[src/rtl/rr_buf_arbiter.sv]
// ============================================================================
// rr_buf_arbiter : round-robin arbiter with burst limit feeding one output reg
// Revision      : 1.0
// ============================================================================
`default_nettype none

module rr_buf_arbiter #(
    parameter int NUM_REQ    = 4,
    parameter int DATA_WIDTH = 32,
    parameter int MAX_BURST  = 1,
    parameter int ID_WIDTH   = (NUM_REQ > 1) ? $clog2(NUM_REQ) : 1
) (
    input  logic                          clk,
    input  logic                          rst,
    input  logic [NUM_REQ-1:0]            req_valid,
    input  logic [NUM_REQ*DATA_WIDTH-1:0] req_data,
    output logic [NUM_REQ-1:0]            req_ready,
    output logic                          out_valid,
    output logic [DATA_WIDTH-1:0]         out_data,
    output logic [ID_WIDTH-1:0]           out_id,
    input  logic                          out_ready
);

    localparam logic [7:0]          C_MAX_BURST = 8'(MAX_BURST);
    localparam logic [ID_WIDTH-1:0] C_LAST_IDX  = ID_WIDTH'(NUM_REQ - 1);

    logic [ID_WIDTH-1:0]   ptr_q, ptr_d;
    logic [7:0]            burst_cnt_q, burst_cnt_d;
    logic [ID_WIDTH-1:0]   last_id_q, last_id_d;
    logic                  out_valid_q, out_valid_d;
    logic [DATA_WIDTH-1:0] out_data_q, out_data_d;
    logic [ID_WIDTH-1:0]   out_id_q, out_id_d;

    logic [DATA_WIDTH-1:0] w_words [NUM_REQ];
    logic [ID_WIDTH-1:0]   w_grant;
    logic                  w_any;
    logic                  w_can_load;
    logic                  w_xfer;
    logic [7:0]            w_cnt_next;

    genvar gi;
    generate
        for (gi = 0; gi < NUM_REQ; gi++) begin : g_unpack
            assign w_words[gi] = req_data[gi*DATA_WIDTH +: DATA_WIDTH];
        end
    endgenerate

    // Rotating search: first valid requester at or after ptr, wrapping around.
    always_comb begin
        int idx;
        w_any   = 1'b0;
        w_grant = '0;
        idx     = 0;
        for (int k = 0; k < NUM_REQ; k++) begin
            idx = int'(ptr_q) + k;
            if (idx >= NUM_REQ) begin
                idx = idx - NUM_REQ;
            end
            if (!w_any && req_valid[ID_WIDTH'(idx)]) begin
                w_any   = 1'b1;
                w_grant = ID_WIDTH'(idx);
            end
        end
    end

    assign w_can_load = !out_valid_q || out_ready;
    assign w_xfer     = w_any && w_can_load && !rst;
    assign req_ready  = w_xfer ? (NUM_REQ'(1) << w_grant) : '0;

    assign w_cnt_next = (w_grant == last_id_q && burst_cnt_q != 8'd0) ?
                        burst_cnt_q + 8'd1 : 8'd1;

    always_comb begin
        ptr_d       = ptr_q;
        burst_cnt_d = burst_cnt_q;
        last_id_d   = last_id_q;
        out_valid_d = out_valid_q && !out_ready;
        out_data_d  = out_data_q;
        out_id_d    = out_id_q;
        if (w_xfer) begin
            out_valid_d = 1'b1;
            out_data_d  = w_words[w_grant];
            out_id_d    = w_grant;
            last_id_d   = w_grant;
            if (w_cnt_next == C_MAX_BURST) begin
                ptr_d       = (w_grant == C_LAST_IDX) ? '0 : w_grant + ID_WIDTH'(1);
                burst_cnt_d = 8'd0;
            end else begin
                ptr_d       = w_grant;
                burst_cnt_d = w_cnt_next;
            end
        end
    end

    always_ff @(posedge clk or posedge rst) begin
        if (rst) begin
            ptr_q       <= '0;
            burst_cnt_q <= '0;
            last_id_q   <= '0;
            out_valid_q <= 1'b0;
            out_data_q  <= '0;
            out_id_q    <= '0;
        end else begin
            ptr_q       <= ptr_d;
            burst_cnt_q <= burst_cnt_d;
            last_id_q   <= last_id_d;
            out_valid_q <= out_valid_d;
            out_data_q  <= out_data_d;
            out_id_q    <= out_id_d;
        end
    end

    assign out_valid = out_valid_q;
    assign out_data  = out_data_q;
    assign out_id    = out_id_q;

endmodule

`default_nettype wire

[config.mk]
export PLATFORM = sky130hd
export DESIGN_NAME = rr_buf_arbiter
export DESIGN_NICKNAME = d
export VERILOG_FILES = /design/src/rtl/rr_buf_arbiter.sv
export SDC_FILE = /design/constraint.sdc
export NUM_CORES = 1
export LEC_CHECK = 0
export BUFFER_PORTS_ARGS = -buffer_cell sky130_fd_sc_hd__buf_2
export CAP_MARGIN = 10
export CELL_PAD_IN_SITES_DETAIL_PLACEMENT = 0
export CELL_PAD_IN_SITES_GLOBAL_PLACEMENT = 2
export CORE_ASPECT_RATIO = 0.7
export CORE_UTILIZATION = 25
export CTS_CLUSTER_SIZE = 12
export DETAILED_ROUTE_END_ITERATION = 6
export GPL_TIMING_DRIVEN = 0
export HOLD_SLACK_MARGIN = 0.1
export PLACE_DENSITY_LB_ADDON = 0.1
export SLEW_MARGIN = 20
export SYNTH_ARGS = -nofsm -noshare
export SYNTH_HDL_FRONTEND = slang
export SYNTH_SLANG_ARGS = --single-unit
[constraint.sdc]
create_clock -name clk -period 5.2 [get_ports clk]
set_input_delay 0.26 -clock clk [delete_from_list [all_inputs] [get_ports clk]]
set_output_delay 0.26 -clock clk [all_outputs]
set_load 0.01 [all_outputs]
==> results of run 1 <==
## cell type report
class                           instances  share of cell area
Multi-Input combinational cell        342               0.429
Sequential cell                        45               0.250
Timing Repair Buffer                  173               0.192
Tap cell                              162              0.0451
Buffer                                 31              0.0328
Clock buffer                            5              0.0278
Clock inverter                          3              0.0145
Inverter                                7             0.00779
## critical path: cells and delay by family, from the launching register on
family | cells | cell delay [ps]
and+or+nand+nor | 3 | 530
adders and majority gates | 1 | 270
muxes | 1 | 210
buffers and inverters | 3 | 590
DFF | 1 | 450
## layer usage
layer / track usage / part of all wire
met5: 0 / 0.00082
met4: 0.0296 / 0.0018
met3: 0.0646 / 0.089
met2: 0.272 / 0.41
met1: 0.259 / 0.50
## stage by stage
step / area [sq um] / cells / util / setup slack (ps)
floorplan: 3240 / 425 / - / 3210
global placement: 4310 / 760 / 0.344 / 2740
detailed placement: 4310 / 760 / 0.344 / 2790
CTS: 4500 / 768 / 0.360 / 2520
global route: 4500 / 768 / 0.360 / 2410
finish: 4500 / 768 / 0.360 / 2590
## power breakdown
group / switching (mW) / leakage, nW / internal [mW]
Clock: 0.146 / 0.0938 / 0.275
Sequential: 0.0743 / 0.563 / 0.466
Combinational: 0.600 / 1.64 / 0.443
Total: 0.821 / 2.29 / 1.18
## sequential cells by signal (all words and copies together) (netlist names)
name	cells
burst_cnt_q	8
out_data	32
out_id	2
out_valid	1
ptr_q	2
## synth_stat cells, types with 2 or more instances
library cell  count  area share
nor4_1            2      0.0039
xnor2_4           2       0.017
mux2i_1           2      0.0062
nand2_1         141        0.16
nand2b_1          2      0.0039
o21ai_0           4      0.0062
nor2_1            6      0.0070
and2_1           33       0.064
inv_1             5      0.0058
buf_1             2      0.0023
xnor2_1           2      0.0054
buf_4             3      0.0070
ha_1              6       0.023
clkbuf_1         15       0.017
nor3b_1           2      0.0046
a31o_1            6       0.016
a31o_2           26       0.070
o41ai_1           2      0.0054
a21oi_1           6      0.0093
and3_1            5      0.0097
nor3_1            5      0.0077
buf_2            10       0.015
o22ai_2           2      0.0077
o21ai_2           3      0.0081
a22o_1            2      0.0054
nand3_1          68        0.11
dfrtp_1          45        0.35
## kinds of logic after synthesis
| family | Yosys count | synth area share |
|---|---|---|
| compound gates | 58 | 0.150 |
| xor+xnor | 5 | 0.0251 |
| fa+ha+maj | 6 | 0.0232 |
| buf+inv | 38 | 0.0557 |
| flops | 45 | 0.348 |
| mux | 2 | 0.00619 |
| simple gates | 271 | 0.392 |
## worst min-delay path by stage
stage,endpoint,from,slack [ps]
6_report,out_valid,rst,80
5_1_grt,out_id[1],rst,130
4_1_cts,burst_cnt_q[2],rst,110
3_5_place_dp,out_id[1],rst,430
3_3_place_gp,burst_cnt_q[7],burst_cnt_q[7],520
2_1_floorplan,out_valid,rst,370
==> flow_summary_export.csv, run 1 <==
group,metric,value,unit
outcome,status,"finished, final reports clean",
sta,hold_viol_final,0,
drt,drtAntennaViolNets,0,
drt,first_pass_iters,5,
cts,cts_sinks,45,
global_route,grt_pass1_vias,3629,
hold_path,hold_class,"primary input to async pin",
setup_path,crit_path_end,"req_ready[0]",
sta,finClkSkew,10.7,ps
global_route,gr-total-overflow,0,
sta,fmax,0.383,GHz
setup_path,cp_slowest_cell,"dfrtp_1",
layout,drive_above_1_share,0.391,
setup_path,max_stage_delay,450,ps
sta,hold_slack,75.8,ps
setup_path,crit_required,4940,ps
cts,htree_num_levels,2,
layout,nNetsFinal,746,
cts,post-cts-setup-buffers,0,
layout,final_cell_mix,"buf_2 (183), nand2_1 (141), nand3_1 (68)",
floorplanning,die_h,97.2,microns
floorplanning,die_x,138,microns
drt,vias,3594,
setup_path,r2r_start,"ptr_q[1]",
placement,place.gp.congestion,0.787,
cts,cts-root-buf,"clkbuf_16",
sta,rsz0062_at_grt,"no",
synth,synthArstFlopShare,1.00,
power,ir_drop,0.195,mV
drt,wl_per_cell,15.9,microns
setup_path,reg2reg_slack,2960,ps
sta,setup_viol_count_final,0,
synth,yosys_warnings,0,
setup_path,r2r-end,"ptr_q[1]",
synth,syn_avg_cell_area,7.62,sq um
cts,cts.clk_slew.worst_paths,70,ps
sta,worst_pin_slew,619,ps
setup_path,cp-startpoint,"ptr_q[1]",
synth,synth_ff_type,"dfrtp_1",
global_route,grt_antenna_before_repair,1,
global_route,grt_pass1_wl,19400,microns
cts,cts_buffers,5,
floorplanning,io_pins,174,
floorplanning,rows,34,
setup_path,start_kind,"flop",
synth,synth_area,3240,sq um
power,power,2.00,mW
placement,portBuffers,173,
power,leakage,2.29,nW
cts,cts_resized,0,
sta,slew_headroom,0.587,
setup_path,crit_type,"flop to primary output",
layout,final_common_cell,"buf_2",
synth,seq_area_frac_synth,0.348,
cts,clock_path_buffers,2,
global_route,grt_usage,0.184,
setup_path,cp_max_fo,11,
sta,fin_crit_sh,0.502,
setup_path,cp-end-kind,"primary output",
floorplanning,core,12500,sq um
synth,synth_edf_count,0,
drt,drtIter0Drc,98,
drt,viasPerCell,4.68,
layout,fillCellCount,1414,
global_route,grt_max_degree,46,
layout,final-seq-area,1130,sq um
layout,area.growth.synth_to_final,39.0,%
layout,multi_input_area,1930,sq um
placement,dp_hpwl,9240,microns
synth,synthCells,425,
drt,wirelength,12200,microns
setup_path,worst-r2r-cell-count,9,
setup_path,cp_cell_sequence,"mux2i_1 > nor2_1 > or3_1 > buf_6 > clkbuf_1 > ha_1 > and3_1 > buf_2",
layout,num_antenna_cells,0,
cts,cts_tree,"yes",
cts,cts_hold_buf,0,
floorplanning,die_area,13400,sq um
power,powerDensity,446,nW/um^2
drt,drc,0,
synth,synth_cell_type_count,45,
floorplanning,start_util,0.259,
synth,ys_ff_latch,45,
sta,drv_slew,0,
setup_path,arrival,2350,ps
synth,syn_nets,566,
sta,timing.setup.tns,0,ps
run,drv_cap,0,
cts,clkLatencyLatePin,300,ps
sta,period_needed,2610,ps
(Power assumes the default switching activity.)
==> inputs of run 2 (changes only) <==
--- a/config.mk
+++ b/config.mk
@@ -10,7 +10,7 @@
 export CELL_PAD_IN_SITES_DETAIL_PLACEMENT = 0
 export CELL_PAD_IN_SITES_GLOBAL_PLACEMENT = 2
 export CORE_ASPECT_RATIO = 0.7
-export CORE_UTILIZATION = 25
+export CORE_UTILIZATION = 23
 export CTS_CLUSTER_SIZE = 12
 export DETAILED_ROUTE_END_ITERATION = 6
 export GPL_TIMING_DRIVEN = 0
==> constraint.sdc (replaced) <==
create_clock -name clk -period 2.5 [get_ports clk]
set_input_delay 0.125 -clock clk [delete_from_list [all_inputs] [get_ports clk]]
set_output_delay 0.125 -clock clk [all_outputs]
set_load 0.01 [all_outputs]
==> run 2 against run 1 <==
Clock skew down 4.2 ps. Flip-flop and latch count unchanged. Worst setup slack got worse by 2400 ps. Clock-buffer cell count increased by 1. Wire length increased by 5.8%. Combinational power up 110%. Critical endpoint unchanged. Sequential share of layout area shrank 0.15 points. Critical path type unchanged.
==> flow_summary_export.csv, run 2 (synthesis results as in run 1) <==
group,metric,value,unit
placement,place.gp.congestion,0.761,
setup_path,cp_slowest_cell,"dfrtp_2",
layout,stdcell_count,795,
setup_path,crit_required,2380,ps
sta,slew_headroom,0.558,
cts,clkLatencyLatePin,290,ps
sta,hold_slack,177,ps
drt,wl_per_cell,16.3,microns
floorplanning,core,13400,sq um
drt,drc,0,
sta,hold_viol_final,0,
setup_path,crit_type,"flop to primary output",
layout,final_cell_mix,"buf_2 (180), nand2_1 (141), nand3_1 (68)",
drt,wirelength,12900,microns
run,drv_cap,0,
placement,placed_cells,784,
power,ir_drop,0.299,mV
sta,setup_viol_count_final,0,
floorplanning,die_area,14600,sq um
setup_path,max_stage_delay,430,ps
sta,timing.setup.tns,0,ps
layout,nNetsFinal,748,
cts,cts_sinks,45,
drt,drtIter0Drc,130,
global_route,gr-total-overflow,0,
setup_path,cp_max_fo,11,
global_route,grt_pass1_wl,19700,microns
layout,final_common_cell,"buf_2",
global_route,grt_max_degree,29,
global_route,grt_antenna_before_repair,2,
sta,fmax,0.425,GHz
placement,portBuffers,173,
layout,largest_reg_flops,32,
power,swShare,0.431,
placement,dp_hpwl,9840,microns
cts,htree_num_levels,2,
cts,cts_buffers,5,
power,comb_power_share,0.556,
global_route,grt_pass1_vias,3685,
cts,cts_tree,"yes",
drt,vias,3648,
drt,first_pass_iters,4,
global_route,grt_usage,0.180,
setup_path,cp-end-kind,"primary output",
sta,worst_pin_slew,663,ps
floorplanning,rows,35,
drt,viasPerCell,4.59,
cts,cts-root-buf,"clkbuf_16",
outcome,status,"finished, final reports clean",
hold_path,hold_class,"primary input to flop",
setup_path,critical-path-top-delay-family,"buffers and inverters",
sta,drv_slew,0,
cts,cts.clk_slew.worst_paths,70,ps
power,power_switching,1.73,mW
power,seqPwrFrac,0.279,
setup_path,cp_cell_sequence,"mux2i_1 > nor2_1 > or3_1 > buf_6 > clkbuf_2 > ha_1 > and3_1 > buf_2",
cts,clock_path_buffers,2,
layout,finalInstanceArea,4530,sq um
power,leakage,2.29,nW
drt,drtAntennaViolNets,0,
layout,drive_above_1_share,0.393,
setup_path,start_kind,"flop",
floorplanning,start_util,0.241,
layout,area.growth.synth_to_final,39.9,%
placement,place_area,4350,sq um
floorplanning,io_pins,174,
power,p_clk_frac,0.165,
power,powerDensity,887,nW/um^2
sta,fin_crit_sh,0.942,
sta,finClkSkew,6.46,ps
floorplanning,die_h,101,microns
setup_path,arrival,2230,ps
sta,rsz0062_at_grt,"no",
power,p_int,2.29,mW
setup_path,timing.critical_path.buf_inv,3,
floorplanning,die_x,144,microns
sta,period_needed,2360,ps
## run 2: cell count changes in the layout (fill, tap and decap cells not counted), sizes merged
cell / previous run / this run
inv: 5 / 6
diode: 0 / 2
clkbuf: 20 / 23
bufinv: 2 / 0
dlygate4sd3: 0 / 1
buf: 189 / 188
## run 2: worst paths after layout
path / from / to / slack, ps / cells after the start
hold / removal: req_data[22] / out_data[22] / 180 / 4
setup / recovery: ptr_q[1] / req_ready[0] / 140 / 8
hold reg to reg: burst_cnt_q[7] / burst_cnt_q[7] / 540 / 2
setup reg to reg: ptr_q[1] / ptr_q[0] / 410 / 9
min in group asynchronous: rst / burst_cnt_q[0] / 410 / 3
max in group asynchronous: rst / ptr_q[1] / 1560 / 4
## run 2: area by class of cell
type	count	area, sq um
clock inverter	2	10.0
buffer	31	164
antenna	2	5.00
clock buffer	6	129
multi-input combinational	342	1930
sequential	45	1130
fill	1469	8910
inverter	7	36.3
timing repair buffer	175	896
tap	185	231
## run 2: tightest hold or removal path: cells and delay by family
family / cells / cell delay, ps
AO/OA/AOI/OAI: 1 / 130
buffers and inverters: 1 / 70
AND/OR/NAND/NOR: 2 / 110
## run 2: metrics by stage
step,setup WS (ps),power [mW],utilization
2_1_floorplan,511,2.54,-
3_3_place_gp,132,3.36,0.322
3_5_place_dp,145,3.36,0.324
4_1_cts,6.18,4.06,0.335
5_1_grt,5.45,4.39,0.337
6_report,145,4.02,0.337
## run 2: power groups by stage
stage / logic [mW] / clock network (mW) / registers [mW]
floorplan: 1.31 / 0 / 1.23
global placement: 2.23 / 0 / 1.13
detailed placement: 2.23 / 0 / 1.13
CTS: 2.24 / 0.703 / 1.12
global route: 2.51 / 0.724 / 1.15
finish: 2.23 / 0.665 / 1.12
## run 2: layer usage
metal / global-route usage / wire length, microns / up-vias
met5: 0 / 0 / -
met4: 0.0516 / 187 / 0
met3: 0.0629 / 1330 / 16
met2: 0.262 / 5240 / 177
met1: 0.248 / 6160 / 1638
li1: - / - / 1817
## run 2: timing repair
item                                    in CTS  in global routing
endpoints found under the setup margin       3                  4
buffers inserted                             0                  0
gates resized for setup                      1                 10
hold endpoints to repair                    18                  0
pin swaps                                    0                  0
gates cloned                                 0                  0
hold buffers                                 1                  0
